[src/rtl/cam_pkg.sv]
// Shared types for the camera pixel assembler.
// Pixel word, buffer entry and capture state.
package cam_pkg;

  typedef logic [15:0] pixel_t;

  typedef struct packed {
    logic   newframe;
    pixel_t pixel;
  } entry_t;

  typedef enum logic {
    WAIT_VS = 1'b0,
    ACTIVE  = 1'b1
  } state_t;

endpackage

[src/rtl/pixel_fifo.sv]
// Synchronous first-word-fall-through pixel buffer.
// Head entry is driven straight from storage; zero while empty.
module pixel_fifo
  import cam_pkg::*;
#(
  parameter int DEPTH = 4
) (
  input  logic   clk,
  input  logic   rst_n,
  input  logic   push,
  input  entry_t wdata,
  input  logic   pop,
  output entry_t rdata,
  output logic   full,
  output logic   empty
);

  localparam int AW = $clog2(DEPTH);

  entry_t         mem [DEPTH];
  logic [AW-1:0]  wr_ptr;
  logic [AW-1:0]  rd_ptr;
  logic [AW:0]    count;
  logic           do_push;
  logic           do_pop;

  assign empty   = (count == '0);
  assign full    = (count == (AW+1)'(DEPTH));
  assign do_pop  = pop && !empty;
  // A pop in the same cycle frees the slot a full buffer needs.
  assign do_push = push && (!full || do_pop);
  assign rdata   = empty ? '0 : mem[rd_ptr];

  always_ff @(posedge clk or negedge rst_n) begin
    if (!rst_n) begin
      wr_ptr <= '0;
      rd_ptr <= '0;
      count  <= '0;
    end else begin
      if (do_push) wr_ptr <= wr_ptr + 1'b1;
      if (do_pop)  rd_ptr <= rd_ptr + 1'b1;
      case ({do_push, do_pop})
        2'b10:   count <= count + 1'b1;
        2'b01:   count <= count - 1'b1;
        default: count <= count;
      endcase
    end
  end

  always_ff @(posedge clk) begin
    if (do_push) mem[wr_ptr] <= wdata;
  end

endmodule

[src/rtl/camera_pixel_assembler.sv]
// Pairs camera bytes into RGB565 pixels on PCLK edges
// and buffers them for a valid/ready consumer.
module camera_pixel_assembler
  import cam_pkg::*;
#(
  parameter int FIFO_DEPTH    = 4,
  parameter bit HI_BYTE_FIRST = 1'b1
) (
  input  logic        clk_in,
  input  logic        rst_in,
  input  logic        camera_pclk_in,
  input  logic        camera_hs_in,
  input  logic        camera_vs_in,
  input  logic [7:0]  camera_d_in,
  output logic        valid_out,
  input  logic        ready_in,
  output logic [15:0] data_out,
  output logic        newframe_out,
  output logic        overflow_out,
  output logic [15:0] frame_count_out
);

  state_t      state;
  logic        pclk_q;
  logic        phase;
  logic        pending;
  logic [7:0]  byte_q;
  logic [15:0] frame_count;
  logic        overflow;

  logic        pclk_edge;
  logic        pair_done;
  logic        pop;
  logic        drop;
  logic        full;
  logic        empty;
  entry_t      head;
  entry_t      wdata;

  assign pclk_edge = camera_pclk_in && !pclk_q;
  assign pair_done = pclk_edge && (state == ACTIVE) &&
                     !camera_vs_in && camera_hs_in && phase;
  assign pop       = valid_out && ready_in;
  assign drop      = pair_done && full && !pop;

  always_comb begin
    wdata          = '0;
    wdata.newframe = pending;
    wdata.pixel    = HI_BYTE_FIRST ? {byte_q, camera_d_in}
                                   : {camera_d_in, byte_q};
  end

  pixel_fifo #(
    .DEPTH (FIFO_DEPTH)
  ) u_fifo (
    .clk   (clk_in),
    .rst_n (rst_in),
    .push  (pair_done),
    .wdata (wdata),
    .pop   (pop),
    .rdata (head),
    .full  (full),
    .empty (empty)
  );

  assign valid_out       = !empty;
  assign data_out        = head.pixel;
  assign newframe_out    = head.newframe;
  assign overflow_out    = overflow;
  assign frame_count_out = frame_count;

  // pclk_q resets high so a PCLK already high at release is no edge.
  always_ff @(posedge clk_in or negedge rst_in) begin
    if (!rst_in) begin
      state       <= WAIT_VS;
      pclk_q      <= 1'b1;
      phase       <= 1'b0;
      pending     <= 1'b0;
      byte_q      <= '0;
      frame_count <= '0;
      overflow    <= 1'b0;
    end else begin
      pclk_q <= camera_pclk_in;
      if (drop) overflow <= 1'b1;
      if (pop && head.newframe) frame_count <= frame_count + 16'd1;
      if (pclk_edge) begin
        unique case (state)
          WAIT_VS: begin
            if (camera_vs_in) begin
              state   <= ACTIVE;
              pending <= 1'b1;
              phase   <= 1'b0;
            end
          end
          ACTIVE: begin
            if (camera_vs_in) begin
              phase   <= 1'b0;
              pending <= 1'b1;
            end else if (!camera_hs_in) begin
              phase <= 1'b0;
            end else if (!phase) begin
              byte_q <= camera_d_in;
              phase  <= 1'b1;
            end else begin
              phase <= 1'b0;
              // A dropped frame-start keeps the flag for the next pixel.
              if (!drop) pending <= 1'b0;
            end
          end
          default: state <= WAIT_VS;
        endcase
      end
    end
  end

endmodule

[config.mk]
export PLATFORM = sky130hd
export DESIGN_NAME = camera_pixel_assembler
export DESIGN_NICKNAME = d
export VERILOG_FILES = /design/src/rtl/cam_pkg.sv /design/src/rtl/pixel_fifo.sv /design/src/rtl/camera_pixel_assembler.sv
export SDC_FILE = /design/constraint.sdc
export NUM_CORES = 1
export LEC_CHECK = 0
export BUFFER_PORTS_ARGS = -buffer_cell sky130_fd_sc_hd__buf_2
export CORE_UTILIZATION = 30
export CTS_BUF_LIST = sky130_fd_sc_hd__clkbuf_8
export CTS_CLUSTER_DIAMETER = 60
export DETAILED_ROUTE_END_ITERATION = 12
export PLACE_DENSITY = 0.58
export REMOVE_ABC_BUFFERS = 1
export SKIP_CTS_REPAIR_TIMING = 1
export SLEW_MARGIN = 20
export SYNTH_ARGS = -nofsm -noshare
export SYNTH_HDL_FRONTEND = slang
export SYNTH_SLANG_ARGS = --single-unit
[constraint.sdc]
create_clock -name clk_in -period 2.48 [get_ports clk_in]
set_input_delay 0.248 -clock clk_in [delete_from_list [all_inputs] [get_ports clk_in]]
set_output_delay 0.248 -clock clk_in [all_outputs]
set_load 0.01 [all_outputs]
* Yosys cells after proc, flatten, opt, wreduce, memory -nomap -nowiden
Memories as Yosys holds them, arrays and structs flattened. Cells that the tools add are included.
Word-level totals: register bits after elaboration 36, RAM bits 68, bits of input ports 14, output and inout port bits 35, word-level logic and storage cells 65, memories 1
Operators by class: add/sub/neg operators 5, equality and inequality tests 7, multiplexer cells 17, bitwise gates (word level) 3, reduce and logical (&&, ||, !) cells 22
Memory list:
- u_fifo.mem | depth 4, bits a word 17, read ports 1, clocked after memory_dff 0, wr ports 1, RTL line pixel_fifo.sv:20 | entry_t mem [DEPTH];
Operator list (number):
- 17-bit two-way mux | 1
- 16-bit by 1-bit adder with 16-bit output, second input constant | 1
- 1-bit two-way mux | 13
- 1-bit logical AND | 11
- 5-bit AND reduction | 2
- 3-bit != test, second input constant | 2
- 3-bit case mux with 2 select lines | 1
- 1-bit logical NOT | 5
- 2-bit by 1-bit adder with 2-bit output, second input constant | 2
- 1-bit case mux with 2 select lines | 2
- 3-bit by 1-bit adder with 3-bit output, second input constant | 1
- 3-bit equality test, second input constant | 1
- 3-bit logical NOT | 1
- 3-bit by 2-bit != test with 1-bit output, second input constant | 1
- 1-bit NOT | 3
- 3-bit by 1-bit subtractor with 3-bit output, second input constant | 1
- 2-bit by 1-bit equality test with 1-bit output, second input constant | 1
- 2-bit equality test, second input constant | 1
- 2-bit != test, second input constant | 1
- 2-bit AND reduction | 1
- 2-bit nonzero test | 1
- 1-bit logical OR | 1

* Depth between registers and ports, before layout
depth after elaboration 13, mapped depth 10, gate-level depth less buffers 10

* Hierarchy
From an unflattened synthesis, not the netlist that was laid out.
Unflattened totals: cells, all modules 258, area, all modules 4337.9 um^2
By module, submodules not included:
- pixel_fifo | instances 1, cells an instance 162, area each 3095.5 um^2, sequential area each 2217.1 um^2
- camera_pixel_assembler | instances 1, cells an instance 96, area each 1242.4 um^2, sequential area each 726.9 um^2

* Worst setup path after synthesis
OpenSTA, ideal clock, no wires.
path kind register to register, start point reg u_fifo.count[0], end point reg u_fifo.count[2], setup time 79 ps, arrival time 2044 ps, required time 2401 ps, slack 357 ps, cell stages (with the launch flop) 10, path buffers 0, period minus slack after synthesis 2123 ps, cells stage by stage dfrtp_1 nor4b_1 nor4b_2 inv_1 ha_1 inv_1 fa_1 xor2_1 nor2_1 xor2_1
Between the ends: cells in the longest elaborated chain, start to end 8, elaborated cells on any way between the ends 14, classes of those cells 2 x add/sub; 3 x eq/ne; 1 x mux; 8 x reduce/logical
Ends and longest elaborated chain:
- from (decl) | RTL line pixel_fifo.sv:23 | logic [AW:0] count;
- from (signal assigned) | RTL line pixel_fifo.sv:43 | 2'b10: count <= count + 1'b1;
- from (signal assigned) | RTL line pixel_fifo.sv:44 | 2'b01: count <= count - 1'b1;
- from (signal assigned) | RTL line pixel_fifo.sv:45 | default: count <= count;
- 3-bit logical NOT | RTL line pixel_fifo.sv:27 | assign empty = (count == '0);
- 1-bit logical NOT | RTL line pixel_fifo.sv:29, camera_pixel_assembler.sv:66
- 1-bit logical AND | RTL line camera_pixel_assembler.sv:43 | assign pop = valid_out && ready_in;
- 1-bit logical AND | RTL line pixel_fifo.sv:29 | assign do_pop = pop && !empty;
- 1-bit logical OR | RTL line pixel_fifo.sv:31 | assign do_push = push && (!full || do_pop);
- 1-bit logical AND | RTL line pixel_fifo.sv:31
- 2-bit by 1-bit equality test with 1-bit output or 2-bit equality test (tied branches) | RTL line pixel_fifo.sv:42 | case ({do_push, do_pop})
- 3-bit case mux with 2 select lines or 2-bit nonzero test (tied branches)
Parallel ways exist; a longest one is shown, timed or not. A chain may end at the register's enable or synchronous reset.

* Final worst setup path
Same ends and word-level chain as after synthesis.

==> impl_metrics.ini <==
[grt]
antenna_found_initial = 1
overflow = 0
top_usage_layer = met2
gr-usage-met2_pct = 17.9
grtUsageMet1_pct = 13.9
grt_pass1_vias = 2235
met3_usage_pct = 2.77
grt_max_degree = 37
grt_pass1_wl_mm = 11.9
grt_use_total_pct = 11.0

[synthesis]
synth_top_area_share_pct = 47.9
async_reset_ff_share_pct = 34.6
yosysMostFrequentCell = edfxtp_1
post_synth.cell_area_avg_um2 = 17.3
synthCells = 246
yosysTopAreaCell = edfxtp_1
synth_edf_count = 68
synth_flop_cell = edfxtp_1
ys_seq_elements = 104
synth_top_family_by_area = multiplexers
synth_mux_area_share_pct = 12.6
synth_fa_ha_area_share_pct = 2.23
synth-simple-area-share_pct = 8.93
syn_area_mm2 = 0.00426
ys_seq_area_share_pct = 69.1
synth_xor_area_share_pct = 4.32
synthTopCellsByArea = edfxtp_1, dfrtp_1, mux4_2, mux4_1, and2_1
yosysWarnings = 0
synth_compound_area_share_pct = 0.910
synth.distinct_cells = 37
synth_commonest_cells = edfxtp_1, dfrtp_1, and2_1

[place]
dp_hpwl_mm = 5.04
numPortBuffers = 48
place_congestion = 0.754

[detailed_routing]
route.vias.total = 2276
drc = 0
first_pass_iters = 4
antenna_left = 0
totalWireLength_mm = 7.70
first_iter_violations = 114
drt-vias-per-instance = 4.62
wire_per_inst_um = 15.6

[layout]
synthToLayoutAreaGrowth_pct = 17.5
nFillCells = 1329
drive_above_1_share_pct = 31.3
fin_util_pct = 36.1
final_nets = 329
antenna_cells = 0

[clocking]
cts_inserted_buffers = 9
cts_tree = yes
cts-root-buf = clkbuf_8
clk_pin_slew_worst_paths_ns = 0.11
insertion_delay_ns = 0.37
cts_sinks = 104
ctsHtreeMaxLevel = 3
clock_path_buffers = 2

[status]
outcome = finished, violations left
violations = hold timing

[timing]
period_needed_ns = 2.26
relSlewSlack_pct = 42.7
setup_tns_ns = 0
final-hold-violation-count = 28
rsz0062_at_grt = no
period_share_pct = 91.0
skew_ns = 0.0155
setup_viol = 0
worst_slew_pin_slew_ns = 0.859
slew_viol_final = 0
hold_ws_ns = -0.0193
max_freq_mhz = 443

[floorplan]
die_area_mm2 = 0.0147
die_w_um = 121
std_cell_rows = 43
core-area_mm2 = 0.0139
num_io_pins = 49
initial_core_util_pct = 30.7
dieHeight_um = 121

[power_and_ir_drop]
finalPower_uw = 4820
p_leak_uw = 0.00197
worst_ir_drop_vdd_uv = 304
pwr_density_cell_mw_per_mm2 = 962

[min_path]
hp-class = input pin to async pin

[worst_setup_path]
critPathCaptureType = flop
arrival_ns = 2.55
critPathMaxFanout = 5
worstSetupPathType = flop to flop
worstPathRequired_ns = 2.77
setup.worst_path.start_class = flop

[job]
drv_cap = 0
[layer usage]
metal  routed length [µm]  vias to the layer above  part of all wire [%]
li1                     -                     1045                     -
met1                 3520                     1171                    46
met2                 3740                       41                    49
met3                  279                       17                   3.6
met4                  145                        2                   1.9
met5                   13                        -                  0.17
[where the power goes]
part	switching [µW]	total [µW]	internal, µW	leakage, µW
combinational	681	1400	720	0.000803
sequential	180	2230	2050	0.00106
clock	599	1180	583	0.000115
[worst paths after layout]
path / startpoint / endpoint / slack, ns / depth (start not counted)
worst min register to register: overflow_out / overflow_out / 0.47 / 1
worst max register to register: u_fifo.count[0] / u_fifo.count[2] / 0.22 / 9
max in group asynchronous: rst_in / u_fifo.count[1] / 1.96 / 1
worst min-delay path: rst_in / byte_q[3] / -0.02 / 1
worst max-delay path: u_fifo.count[0] / u_fifo.count[2] / 0.22 / 9
min in group clk_in: camera_d_in[4] / u_fifo.mem[2][4] / 0.11 / 1
[cell type report]
type	instances	area (µm²)	share of cell area (%)
inverters	8	30.0	0.600
clock inverters	7	103	2.05
flip-flops and latches	104	2940	58.8
multi-input cells	125	1230	24.6
clock buffers	9	124	2.48
repair buffers	60	345	6.90
well taps	180	225	4.50
[sequential cells by signal, summed over array words and instances, names as in the netlist]
signal	count
u_fifo.count	3
state	1
u_fifo.mem	68
frame_count_out	16
pclk_q	1
overflow_out	1
u_fifo.rd_ptr	2
pending	1
byte_q	8
phase	1
u_fifo.wr_ptr	2
[cells in the final DEF, fill, tap and decap left out, types with 3 or more instances in the layout]
master	n
inv_1	9
xnor2_1	11
mux4_1	7
and3_1	3
buf_2	48
buf_4	10
nor2_1	3
ha_1	6
mux2_2	9
and2_1	21
dfrtp_1	35
edfxtp_1	68
mux4_2	10
nor3_1	5
nand2_1	8
xor2_1	10
clkbuf_8	9
nand3_1	7
nand4_1	6
[critical path, cell delays in order (launching register included)]
cell and delay (ns):
dfrtp_1 0.43, nor4b_1 0.54, nor4b_2 0.13, inv_1 0.08, ha_1 0.17, inv_1 0.06, fa_1 0.37, xor2_1 0.16
nor2_1 0.11, xor2_1 0.15
[per-stage QoR]
stage / instance area [µm²] / instances / hold WS (ns) / worst slack [ns]
after global placement: 4770 / 476 / 0.363 / 0.234
after floorplan: 4210 / 237 / -0.0476 / 0.354
after CTS: 4990 / 492 / -0.0299 / 0.194
after global routing: 5000 / 493 / 0.0366 / 0.00110
final: 5000 / 493 / -0.0193 / 0.224
after detailed placement: 4770 / 476 / 0.369 / 0.199
[logic make-up (layout without fill, tap and decap cells)]
kind of cell / Yosys count / in the layout
AOI/OAI and AO/OA: 5 / 5
xor gates and xnor gates: 21 / 21
adders and majority gates: 7 / 7
buffers and inverters: 17 / 84
DFF: 104 / 104
muxes: 28 / 28
and+or+nand+nor: 64 / 64
Power figures use the tool's default switching activity.
